**src/rtl/avst_symbol_packer.sv**
```systemverilog
`default_nettype none
// ============================================================================
// Module   : avst_symbol_packer
// Brief    : Packs a one-symbol-per-cycle Avalon-ST stream into multi-symbol
//            beats, lane 0 (MSB) first, with sop/eop/empty framing.
// Revision : 1.0 - initial release
// ============================================================================
module avst_symbol_packer #(
    parameter int  BITS_PER_SYMBOL  = 20,
    parameter int  SYMBOL_PER_BEATS = 4,
    localparam int EMPTY_W          = $clog2(SYMBOL_PER_BEATS)
) (
    input  logic                                    clk,
    input  logic                                    rst,
    input  logic                                    in_valid,
    output logic                                    in_ready,
    input  logic [BITS_PER_SYMBOL-1:0]              in_data,
    input  logic                                    in_sop,
    input  logic                                    in_eop,
    output logic                                    out_valid,
    input  logic                                    out_ready,
    output logic [BITS_PER_SYMBOL*SYMBOL_PER_BEATS-1:0] out_data,
    output logic                                    out_sop,
    output logic                                    out_eop,
    output logic [EMPTY_W-1:0]                      out_empty,
    output logic                                    err_pulse,
    output logic [31:0]                             pkt_cnt
);

    localparam int                C_BEAT_W    = BITS_PER_SYMBOL * SYMBOL_PER_BEATS;
    localparam logic [EMPTY_W-1:0] C_LAST_LANE = EMPTY_W'(SYMBOL_PER_BEATS - 1);

    typedef enum logic [0:0] {
        S_IDLE   = 1'b0,
        S_IN_PKT = 1'b1
    } state_t;

    state_t                r_state;
    state_t                w_state_nxt;
    logic [EMPTY_W-1:0]    r_lane;
    logic [C_BEAT_W-1:0]   r_acc;
    logic                  r_first;
    logic                  r_out_valid;
    logic [C_BEAT_W-1:0]   r_out_data;
    logic                  r_out_sop;
    logic                  r_out_eop;
    logic [EMPTY_W-1:0]    r_out_empty;
    logic                  r_err;
    logic [31:0]           r_pkt_cnt;

    logic                  w_in_ready;
    logic                  w_sym_fire;
    logic                  w_start;
    logic                  w_accept;
    logic                  w_err;
    logic                  w_complete;
    logic                  w_beat_sop;
    logic [EMPTY_W-1:0]    w_lane;
    logic [C_BEAT_W-1:0]   w_merged;

    assign w_in_ready = !r_out_valid || out_ready;
    assign w_sym_fire = in_valid && w_in_ready;
    assign w_start    = w_sym_fire && (r_state == S_IDLE) && in_sop;
    // Symbols outside a packet are dropped; a stray sop inside one is only flagged.
    assign w_accept   = w_sym_fire && ((r_state == S_IN_PKT) || in_sop);
    assign w_err      = w_sym_fire && ((r_state == S_IDLE) ? !in_sop : in_sop);
    assign w_lane     = w_start ? '0 : r_lane;
    assign w_complete = w_accept && (in_eop || (w_lane == C_LAST_LANE));
    assign w_beat_sop = w_start || r_first;

    always_comb begin
        w_merged = w_start ? '0 : r_acc;
        for (int i = 0; i < SYMBOL_PER_BEATS; i++) begin
            if (w_lane == EMPTY_W'(i)) begin
                w_merged[(SYMBOL_PER_BEATS-1-i)*BITS_PER_SYMBOL +: BITS_PER_SYMBOL] = in_data;
            end
        end
    end

    always_comb begin
        w_state_nxt = r_state;
        if (w_accept) begin
            w_state_nxt = in_eop ? S_IDLE : S_IN_PKT;
        end
    end

    always_ff @(posedge clk) begin
        if (rst) begin
            r_state     <= S_IDLE;
            r_lane      <= '0;
            r_acc       <= '0;
            r_first     <= 1'b0;
            r_out_valid <= 1'b0;
            r_out_data  <= '0;
            r_out_sop   <= 1'b0;
            r_out_eop   <= 1'b0;
            r_out_empty <= '0;
            r_err       <= 1'b0;
            r_pkt_cnt   <= '0;
        end else begin
            r_state <= w_state_nxt;
            r_err   <= w_err;

            if (w_accept) begin
                if (w_complete) begin
                    r_acc   <= '0;
                    r_lane  <= '0;
                    r_first <= 1'b0;
                end else begin
                    r_acc   <= w_merged;
                    r_lane  <= w_lane + EMPTY_W'(1);
                    r_first <= w_beat_sop;
                end
            end

            // A completing fire implies the output register is free or draining.
            if (w_complete) begin
                r_out_valid <= 1'b1;
                r_out_data  <= w_merged;
                r_out_sop   <= w_beat_sop;
                r_out_eop   <= in_eop;
                r_out_empty <= C_LAST_LANE - w_lane;
            end else if (out_ready) begin
                r_out_valid <= 1'b0;
            end

            if (r_out_valid && out_ready && r_out_eop) begin
                r_pkt_cnt <= r_pkt_cnt + 32'd1;
            end
        end
    end

    assign in_ready  = w_in_ready;
    assign out_valid = r_out_valid;
    assign out_data  = r_out_data;
    assign out_sop   = r_out_sop;
    assign out_eop   = r_out_eop;
    assign out_empty = r_out_empty;
    assign err_pulse = r_err;
    assign pkt_cnt   = r_pkt_cnt;

endmodule
`default_nettype wire

```
**config.mk**
```make
export PLATFORM = sky130hd
export DESIGN_NAME = avst_symbol_packer
export DESIGN_NICKNAME = d
export VERILOG_FILES = /design/src/rtl/avst_symbol_packer.sv
export SDC_FILE = /design/constraint.sdc
export NUM_CORES = 1
export LEC_CHECK = 0
export CORE_AREA = 2 2 142 144
export CTS_BUF_LIST = sky130_fd_sc_hd__clkbuf_8
export DETAILED_ROUTE_END_ITERATION = 6
export DIE_AREA = 0 0 144 146
export PLACE_DENSITY = 0.75
export SETUP_SLACK_MARGIN = 0.05
export SYNTH_ARGS = -nofsm -noshare
export SYNTH_HDL_FRONTEND = slang
export SYNTH_SLANG_ARGS = --single-unit
```
**constraint.sdc**
```tcl
create_clock -name clk -period 2.9 [get_ports clk]
set_clock_uncertainty 0.15 [all_clocks]
set_input_delay 0.725 -clock clk [delete_from_list [all_inputs] [get_ports clk]]
set_output_delay 0.725 -clock clk [all_outputs]
set_load 0.02 [all_outputs]
```
# After elaboration in Yosys (flattened, before gate mapping)
# Index checks and enable logic that the tools add are counted.
[totals]
register_bits = 202
[op_classes]
bitwise = 1
n_eq_ne = 3
n_reduce_logical = 16
muxes = 13
addsub = 3
[op_table]
columns = ["cell", "count"]
rows = [
  ["$mux 80", 2],
  ["$mux 20", 4],
  ["$add 32x1->32 const B", 1],
  ["$logic_and 1x1->1", 8],
  ["$mux 1", 5],
  ["$eq 2x2->1 const B", 2],
  ["$logic_or 1x1->1", 4],
  ["$mux 2", 2],
  ["$add 2x1->2 const B", 1],
  ["$eq 2x1->1 const B", 1],
  ["$logic_not 1->1", 2],
  ["$logic_not 2->1", 1],
  ["$reduce_bool 2->1", 1],
  ["$sub 2x2->2 const A", 1],
  ["$not 1->1", 1],
]

# Longest topological paths before layout
# Gate-level depths: netlist of the first run.
[logic_depth]
word_depth = 10
depth_mapped = 8
mapped_depth_nobuf = 5

# Least setup slack after synthesis of the first run
# OpenSTA, ideal clock, no wires.
[synth_path]
path_kind = "input port to flip-flop"
startpoint = "input in_sop"
endpoint = "register r_out_data[24] (netlist: out_data[24])"
t_required_ps = 2629
setup_time_ps = 121
slack_ps = 362
arrival_time_ps = 2267
path_stages = 7
n_path_buf = 2
cell_sequence = "inv_1 -> ha_1 -> or3_1 -> buf_2 -> nor2_4 -> buf_2 -> mux2_2"
[synth_between]
elab_chain_cells = 5
elab_cells_between_ends = 10
[synth_lines]
columns = ["element", "line_no", "text"]
rows = [
  ["start, declared", "18", "input logic in_sop,"],
  ["$logic_and 1x1->1", "63", "assign w_start = w_sym_fire && (r_state == S_IDLE) && in_sop;"],
  ["$mux 2", "67", "assign w_lane = w_start ? '0 : r_lane;"],
  ["$eq 2x2->1", "68", "assign w_complete = w_accept && (in_eop || (w_lane == C_LAST_LANE));"],
  ["$logic_or 1x1->1", "68", ""],
  ["$logic_and 1x1->1", "68", ""],
  ["end signal, assigned", "119", "r_out_data <= w_merged;"],
  ["end, declared", "44", "logic [C_BEAT_W-1:0] r_out_data;"],
]
# Parallel ways exist; a longest one is shown, timed or not.
# A chain may end at the register's enable or synchronous reset.

# Worst setup path in the final report of the first run
[layout_path]
startpoint = "input out_ready"
endpoint = "output in_ready"
[layout_between]
elab_chain_cells = 1
[layout_lines]
columns = ["element", "line_no", "text"]
rows = [
  ["start, declared", "21", "input logic out_ready,"],
  ["$logic_or 1x1->1", "61", "assign w_in_ready = !r_out_valid || out_ready;"],
  ["end, declared", "16", "output logic in_ready,"],
]
# No other way between the ends.

==> results of run 1 <==
-- power by group --
group / internal, mW / leakage, nW / total [mW] / switching, mW
logic: 0.181 / 1.90 / 0.492 / 0.311
clock network: 1.40 / 0.388 / 2.55 / 1.15
registers: 2.81 / 1.63 / 2.84 / 0.0293
-- registers in the layout, summed over array words and instances (netlist names) --
name / flops
r_state: 1
r_acc: 80
pkt_cnt: 32
out_data: 80
out_empty: 2
r_first: 1
err_pulse: 1
out_sop: 1
out_eop: 1
r_lane: 2
out_valid: 1
-- how the worst max path moves through the flow --
| stage | endpoint | slack, ns |
|---|---|---|
| 5_1_grt | in_ready | 0.11 |
| 2_1_floorplan | out_data[24] | 0.36 |
| 4_1_cts | in_ready | 0.17 |
| 6_report | in_ready | 0.16 |
| 3_3_place_gp | out_data[33] | -0.09 |
| 3_5_place_dp | out_data[27] | -0.13 |
-- kinds of logic after synthesis --
logic type / share of synthesized area [%]
multiplexers: 8.21
flip-flops: 46.9
buffers and inverters: 5.01
AO/OA/AOI/OAI: 20.2
XOR/XNOR: 0.813
adder cells (fa/ha/maj): 0.290
AND/OR/NAND/NOR: 18.6
-- cell usage after synthesis, types with 5 or more instances --
cell | count | area [sq um]
a21oi_1 | 128 | 641
a22o_1 | 60 | 526
a311oi_1 | 22 | 193
buf_1 | 8 | 30.0
buf_2 | 15 | 75.1
clkbuf_1 | 65 | 244
dfxtp_1 | 202 | 4040
inv_1 | 15 | 56.3
mux2_1 | 5 | 56.3
mux2_2 | 57 | 642
nand2_1 | 153 | 574
nand3_1 | 10 | 50.1
nand4_1 | 45 | 282
nor2_1 | 13 | 48.8
nor2b_1 | 46 | 288
nor3_1 | 5 | 25.0
nor4_1 | 7 | 43.8
o21ai_0 | 26 | 130
o31ai_1 | 17 | 128
or3_1 | 9 | 56.3
or4_1 | 18 | 135
xnor2_1 | 5 | 43.8
-- stage by stage --
stage / setup WS (ns) / area (sq um)
5_1_grt: 0.110 / 11200
4_1_cts: 0.167 / 11200
6_report: 0.159 / 11200
3_3_place_gp: -0.0856 / 10500
2_1_floorplan: 0.362 / 8620
3_5_place_dp: -0.129 / 10500
-- per-layer routing --
metal  track usage (%)  share of wire (%)  up-vias  routed length (microns)
met5                 0                  0        -                        0
met4              8.43                2.5        0                      591
met3              3.78                6.4       38                     1540
met2              36.1                 48      270                    11400
met1              29.2                 43     3789                    10400
li1                  -                  -     3759                        -
-- layout make-up --
type | instances | area share [%]
Timing Repair Buffer | 186 | 16.6
Clock inverter | 17 | 0.941
Sequential cell | 202 | 36.2
Multi-Input combinational cell | 659 | 37.6
Tap cell | 265 | 2.97
Inverter | 16 | 0.538
Clock buffer | 42 | 5.18
-- worst max-delay path: stages --
cell and delay (ns):
clkdlybuf4s50_1 0.46, nor2b_1 0.24, inv_1 0.11, dlygate4sd2_1 0.33
-- timing repair --
item | CTS | global route
gates resized for setup | 1 | 0
setup buffers | 0 | 0
endpoints found under the setup margin | 1 | 0
==> flow_metrics.env, run 1 <==
export IMPL_outcome="finished, final reports clean"
export IMPL_ctsHoldBuffers=0
export IMPL_mostFrequentLayoutCell="dfxtp_1"
export IMPL_r2r_start="pkt_cnt[0]"
export IMPL_synth_area_sq_um=8620
export IMPL_dr_first_iter_drc_count=452
export IMPL_first_pass_iters=4
export IMPL_die_area_sq_um=21000
export IMPL_cts_tree="done"
export IMPL_crit_fanout=3
export IMPL_start_util_pct=44.6
export IMPL_portBuffers=144
export IMPL_report_power_total_mw=5.89
export IMPL_fillers=1704
export IMPL_slew_violations=0
export IMPL_finalHoldViolations=0
export IMPL_area_delta_synth_final_pct=29.5
export IMPL_worst_pin_slew_ns=0.769
export IMPL_clk_latency_ns=0.53
export IMPL_die_h_microns=146
export IMPL_worst_r2r_setup_slack_ns=0.62
export IMPL_path_class="in -> out"
export IMPL_clkTransAtPathRegs_ns=0.05
export IMPL_antenna_found_initial=0
export IMPL_synth_seq_cells=202
export IMPL_hold_path_end="r_acc[4]"
export IMPL_final_cell_mix="202 x dfxtp_1, 153 x nand2_1, 142 x clkdlybuf4s50_1"
export IMPL_syn_area_per_cell_sq_um=8.92
export IMPL_dp_hpwl_microns=15200
export IMPL_power_density_nw_per_um2=527
export IMPL_die_w_microns=144
export IMPL_rsz0062_at_grt="no"
export IMPL_std_cell_rows=51
export IMPL_tns_ns=0
export IMPL_wl_microns=23900
export IMPL_max_freq_ghz=0.365
export IMPL_routedWlPerCell_microns=17.3
export IMPL_ir_worst_vdd_mv=0.344
export IMPL_min_from="r_acc[4]"
export IMPL_yosys_cell_types_count=46
export IMPL_async_reset_ff_share_pct=0
export IMPL_layout_drive_gt1_share_pct=14.4
export IMPL_reg2regPathDepth=6
export IMPL_multi_input_area_sq_um=4200
export IMPL_seq_area_sq_um=4040
export IMPL_yosys_warnings=0
export IMPL_clk_path_buf_depth=3
export IMPL_cp_start_kind="primary input"
export IMPL_end_kind="primary output"
export IMPL_power_leakage_nw=3.92
export IMPL_vias=7856
export IMPL_globalplace_congestion=0.821
export IMPL_synth_edff_count=0
export IMPL_htreeDepth=2
export IMPL_synthCells=967
export IMPL_yosysSeqAreaShare_pct=46.9
export IMPL_required_ns=2.03
export IMPL_arrival_ns=1.87
export IMPL_relSlewSlack_pct=48.8
export IMPL_drcViolationCount=0
export IMPL_fin_util_pct=57.8
export IMPL_fin_crit_sh_pct=94.5
export IMPL_synthFlopType="dfxtp_1"
export IMPL_postRouteAntennaNets=0
export IMPL_drv_cap=0
export IMPL_cts_root_buf="clkbuf_8"
export IMPL_setup_worst_path_start="out_ready"
export IMPL_cts_buffers=35
export IMPL_grt_start_max_net_pins=145
export IMPL_cts_sinks=202
export IMPL_hold_path_class="reg -> reg"
export IMPL_post_drt_via_cell_ratio=5.66
export IMPL_whs_path_depth=2
export IMPL_final_setup_viol_count=0
export IMPL_grt_pass1_wl_microns=37800
export IMPL_antenna_cells=0
export IMPL_overflow=0
export IMPL_core_sq_um=19300
export IMPL_finalNetCount=1128
export IMPL_grt_pass1_vias=7321
export IMPL_r2r_end="pkt_cnt[14]"
export IMPL_place_inst=1328
export IMPL_track_usage_pct=22.1
export IMPL_io_pin_count=145
export IMPL_fin_cells=1387
export IMPL_finalHoldWorstSlack_ns=0.320
export IMPL_synth_nets=995
export IMPL_fin_crit_ns=2.74
(Power assumes the default switching activity.)
==> run 2, diff against run 1 <==
==> config.mk (replaced) <==
export PLATFORM = sky130hd
export DESIGN_NAME = avst_symbol_packer
export DESIGN_NICKNAME = d
export VERILOG_FILES = /design/src/rtl/avst_symbol_packer.sv
export SDC_FILE = /design/constraint.sdc
export NUM_CORES = 1
export LEC_CHECK = 0
export CORE_AREA = 2 2 150 152
export CTS_BUF_LIST = sky130_fd_sc_hd__clkbuf_8
export DETAILED_ROUTE_END_ITERATION = 6
export DIE_AREA = 0 0 152 154
export PLACE_DENSITY = 0.69
export SETUP_SLACK_MARGIN = 0.05
export SLEW_MARGIN = 20
export SYNTH_ARGS = -nofsm -noshare
export SYNTH_HDL_FRONTEND = slang
export SYNTH_SLANG_ARGS = --single-unit
export TNS_END_PERCENT = 1
==> run 2 against run 1 <==
  * Via count up 0.32%
  * Wire length is 1.9% higher
  * Clock power grew 5%
  * Maximum frequency rose by 2.9%
  * Critical path type unchanged
  * Critical endpoint unchanged
  * Largest power group unchanged
==> flow_metrics.env, run 2 (synthesis results as in run 1) <==
export IMPL_outcome="finished, final reports clean"
export IMPL_htreeDepth=2
export IMPL_multi_input_area_sq_um=4200
export IMPL_finalHoldViolations=0
export IMPL_die_w_microns=152
export IMPL_tns_ns=0
export IMPL_routedWlPerCell_microns=17.3
export IMPL_worst_pin_slew_ns=0.531
export IMPL_post_drt_via_cell_ratio=5.60
export IMPL_final_setup_viol_count=0
export IMPL_die_area_sq_um=23400
export IMPL_clkTransAtPathRegs_ns=0.06
export IMPL_area_delta_synth_final_pct=30.7
export IMPL_cp_start_kind="primary input"
export IMPL_cts_tree="done"
export IMPL_fin_crit_sh_pct=91.9
export IMPL_cp_cell_sequence="clkdlybuf4s50_1 > nor2b_2 > inv_1 > dlygate4sd2_1"
export IMPL_mostFrequentLayoutCell="dfxtp_1"
export IMPL_postRouteAntennaNets=0
export IMPL_grt_pass1_wl_microns=38900
export IMPL_fin_crit_ns=2.66
export IMPL_layout_drive_gt1_share_pct=15.3
export IMPL_dr_first_iter_drc_count=518
export IMPL_relSlewSlack_pct=64.6
export IMPL_final_cell_mix="202 x dfxtp_1, 153 x nand2_1, 142 x clkdlybuf4s50_1"
export IMPL_cts_root_buf="clkbuf_8"
export IMPL_report_power_total_mw=6.03
export IMPL_ir_worst_vdd_mv=0.287
export IMPL_vias=7881
export IMPL_seq_area_sq_um=4040
export IMPL_grt_pass1_vias=7376
export IMPL_required_ns=2.03
export IMPL_antenna_found_initial=0
export IMPL_first_pass_iters=5
export IMPL_wl_microns=24400
export IMPL_path_class="in -> out"
export IMPL_arrival_ns=1.79
export IMPL_cp_top_family="buffers and inverters"
export IMPL_portBuffers=144
export IMPL_drcViolationCount=0
export IMPL_power_leakage_nw=3.95
export IMPL_die_h_microns=154
export IMPL_drv_cap=0
export IMPL_track_usage_pct=20.0
export IMPL_overflow=0
export IMPL_max_freq_ghz=0.375
export IMPL_io_pin_count=145
export IMPL_core_sq_um=21700
export IMPL_fin_util_pct=52.0
export IMPL_cts_sinks=202
export IMPL_slew_violations=0
export IMPL_fillers=2002
export IMPL_worst_r2r_setup_slack_ns=0.62
export IMPL_rsz0062_at_grt="no"
export IMPL_postCtsSetupBuffers=0
export IMPL_antenna_cells=0
export IMPL_slowest_delay_ns=0.48
export IMPL_dp_hpwl_microns=15700
export IMPL_std_cell_rows=54
export IMPL_crit_fanout=3
export IMPL_power_density_nw_per_um2=535
export IMPL_globalplace_congestion=0.811
export IMPL_finalNetCount=1131
export IMPL_cts_buffers=35
export IMPL_clk_latency_ns=0.53
export IMPL_start_util_pct=39.8
export IMPL_cp_slowest_cell="clkdlybuf4s50_1"
export IMPL_hold_path_class="reg -> reg"
export IMPL_ctsHoldBuffers=0
export IMPL_grt_start_max_net_pins=103
export IMPL_clk_path_buf_depth=3
export IMPL_end_kind="primary output"
export IMPL_path_buf_inv=3
## run 2: cell count changes in the layout (fill, tap and decap cells not counted), sizes merged
| cell | before | now |
|---|---|---|
| inv | 25 | 21 |
| bufinv | 1 | 2 |
| clkbuf | 42 | 41 |
| buf | 43 | 46 |
| clkinv | 6 | 13 |
## run 2: routing by layer
metal  up-vias  GRT usage [%]  share of wire (%)  wire length [microns]
met2       269           33.9                 48                  11700
met3        47           3.86                6.4                   1570
met5         -              0                  0                      0
met1      3798           25.8                 43                  10600
met4         0           6.28                2.2                    542
li1       3767              -                  -                      -
## run 2: worst paths after layout
path,start,to,depth (start not counted)
max reg2reg,pkt_cnt[0],pkt_cnt[18],6
max,out_ready,in_ready,4
min,r_acc[17],r_acc[17],2
min reg2reg,r_acc[17],r_acc[17],2
## run 2: worst register-to-register path, delay by kind of cell (launching register included)
family,cells,cell delay (ns)
buffers and inverters,1,0.20
AND/OR/NAND/NOR,3,1.02
flip-flops,1,0.44
adder cells (fa/ha/maj),1,0.21
AO/OA/AOI/OAI,1,0.18
## run 2: what timing repair did
item                                    in CTS  in global routing
resized for setup                            2                  0
endpoints found under the setup margin       1                  0
hold endpoints to repair                     0                  0
## run 2: cell type report
type | count | share of cell area (%)
clock buffers | 41 | 5.00
clock inverters | 21 | 1.40
inverters | 16 | 0.533
multi-input cells | 659 | 37.2
flip-flops and latches | 202 | 35.9
well taps | 280 | 3.11
repair buffers | 189 | 16.9
## run 2: stage by stage
step / setup slack [ns] / hold WS (ns) / cell area [sq um] / instances
floorplan: 0.362 / 0.292 / 8620 / 967
global placement: -0.123 / 0.301 / 10600 / 1346
detailed placement: -0.142 / 0.309 / 10600 / 1346
global route: 0.200 / 0.340 / 11300 / 1408
finish: 0.235 / 0.320 / 11300 / 1408
CTS: 0.241 / 0.319 / 11300 / 1408
## run 2: power breakdown
part	internal (mW)	switching [mW]	total, mW	leakage [nW]
clock network	1.48	1.20	2.69	0.403
logic	0.185	0.316	0.501	1.92
registers	2.81	0.0267	2.84	1.63
total	4.48	1.55	6.03	3.95
==> run 3, diff against run 2 <==
--- a/config.mk
+++ b/config.mk
@@ -9,6 +9,7 @@
 export CTS_BUF_LIST = sky130_fd_sc_hd__clkbuf_8
 export DETAILED_ROUTE_END_ITERATION = 6
 export DIE_AREA = 0 0 152 154
+export GPL_ROUTABILITY_DRIVEN = 0
 export PLACE_DENSITY = 0.69
 export SETUP_SLACK_MARGIN = 0.05
 export SLEW_MARGIN = 20
==> results of run 3 <==
No change in the layout: final DEF, timing and power equal those of run 2.
==> edit, RTL diff (flow settings as in run 3) <==
`BITS_PER_SYMBOL`: 20 -> 10.
--- a/src/rtl/avst_symbol_packer.sv
+++ b/src/rtl/avst_symbol_packer.sv
@@ -8,3 +8,3 @@
 module avst_symbol_packer #(
-    parameter int  BITS_PER_SYMBOL  = 20,
+    parameter int  BITS_PER_SYMBOL  = 10,
     parameter int  SYMBOL_PER_BEATS = 4,
Ports: changed (resized in_data and out_data); port bits go from 145 to 95. The function was not compared with the original's and may differ.
==> edit against run 3 <==
Sequential cell count down 80. Power down 43%. Worst hold slack got worse by 0.0094 ns. Largest power group unchanged. Sequential share of layout area shrank 1.2 points. Worst setup slack worse by 0.083 ns. Sequential power shrank 39%. Count of clock-buffer cells in the layout shrank 22. Critical path type unchanged. Global-route usage is 7.8 points lower. Area after synthesis decreased by 40%. Synthesized cell count fell by 46%. Wire length down 41%. Design area fell by 37%.
==> edit: results <==
{
  "outcome": "finished clean",
  "rrSetupSlack_ns": 0.61,
  "grt_max_degree": 34,
  "drive_above_1_share_pct": 14.1,
  "pre_cts_ws_ns": -0.292,
  "hold_ws_ns": 0.311,
  "ys.flop_type": "dfxtp_1",
  "layout_worst_path_cycle_share_pct": 94.8,
  "syn-num-nets": 545,
  "numCtsBuffers": 17,
  "nets": 666,
  "synth_cell_types": 52,
  "worstHoldPathType": "reg -> reg",
  "portBuffers": 94,
  "vdd_drop_max_mv": 0.242,
  "cp_data_arrival_time_ns": 1.87,
  "first_iter_violations": 294,
  "grt_pass1_vias": 4185,
  "ys_seq_area_share_pct": 47.5,
  "gr-usage-all-layers_pct": 12.1,
  "wirelength_um": 14300,
  "synthArstFlopShare_pct": 0,
  "vias": 4511,
  "firstDrtPassIters": 4,
  "clock_latency_ns": 0.43,
  "synthTopCellsByCount": "122 x dfxtp_1, 41 x a21oi_1, 41 x mux2i_1, 30 x clkbuf_1, 29 x o2bb2ai_1",
  "cp_max_fo": 3,
  "nFillCells": 2232,
  "grt_antenna_before_repair": 0,
  "slew_headroom_pct": 53.3,
  "grt_first_pass_wirelength_um": 22800,
  "clk_pin_slew_ns": 0.07,
  "cts.path.max_buffers": 2,
  "ys_top_cells_by_area": "dfxtp_1 47%, mux2i_1 8.0%, o2bb2ai_1 4.9%",
  "total_leakage_power_nw": 2.41,
  "htree_levels": 4,
  "hpwl_um": 10100,
  "yosys_warnings": 0,
  "clock_tree.root_cell": "clkbuf_8"
}
==> edit: logic make-up (layout without fill, tap and decap cells) <==
logic type	count (synthesis)	in the layout	synth area share, %
buffers and inverters	55	187	4.45
XOR/XNOR	9	9	1.53
AO/OA/AOI/OAI	164	164	22.5
flip-flops	122	122	47.5
multiplexers	43	43	8.41
adder cells (fa/ha/maj)	2	2	0.486
other	0	1	0
AND/OR/NAND/NOR	132	132	15.1
==> edit: layer usage <==
layer  global-route usage [%]  wire length, um  up-vias
li1                         -                -     2248
met3                     2.96              698       11
met4                     3.47              125        0
met2                     18.5             6520      113
met1                     17.1             6980     2139
met5                        0                0        -
==> edit: worst paths after layout <==
kind | from | end | depth (start not counted)
max reg2reg | pkt_cnt[17] | pkt_cnt[31] | 4
min reg2reg | r_acc[4] | r_acc[4] | 1
max | out_ready | in_ready | 4
min | r_acc[4] | r_acc[4] | 1
==> edit: repair_timing <==
action                     CTS  global route
setup endpoints to repair    1             1
setup buffers                0             2
resized for setup            3             0
==> edit: area by class of cell <==
type / instances / area (um2) / share of cell area (%)
Inverter: 14 / 52.6 / 0.745
Timing Repair Buffer: 143 / 1330 / 18.8
Tap cell: 280 / 350 / 4.97
Sequential cell: 122 / 2440 / 34.6
Clock buffer: 19 / 262 / 3.71
Clock inverter: 11 / 97.6 / 1.38
Antenna cell: 1 / 2.50 / 0.0355
Multi-Input combinational cell: 350 / 2520 / 35.7
==> edit: power by group <==
part / switching (mW) / leakage, nW / internal, mW
sequential: 0.0184 / 0.986 / 1.70
clock: 0.698 / 0.176 / 0.711
combinational: 0.179 / 1.25 / 0.128
total: 0.896 / 2.41 / 2.54
==> edit: stage by stage <==
step | TNS (ns) | total power, mW | instances | area [um2]
6_report | 0 | 3.43 | 940 | 7050
5_1_grt | 0 | 3.58 | 939 | 7050
4_1_cts | 0 | 3.47 | 937 | 7030
3_5_place_dp | -2.03 | 2.06 | 907 | 6660
3_3_place_gp | -1.95 | 2.06 | 907 | 6660
2_1_floorplan | 0 | 1.90 | 527 | 5140
==> edit: critical path, stage by stage <==
cell,delay [ns]
clkdlybuf4s50_1,0.61
nor2b_4,0.08
inv_1,0.08
dlygate4sd2_1,0.37
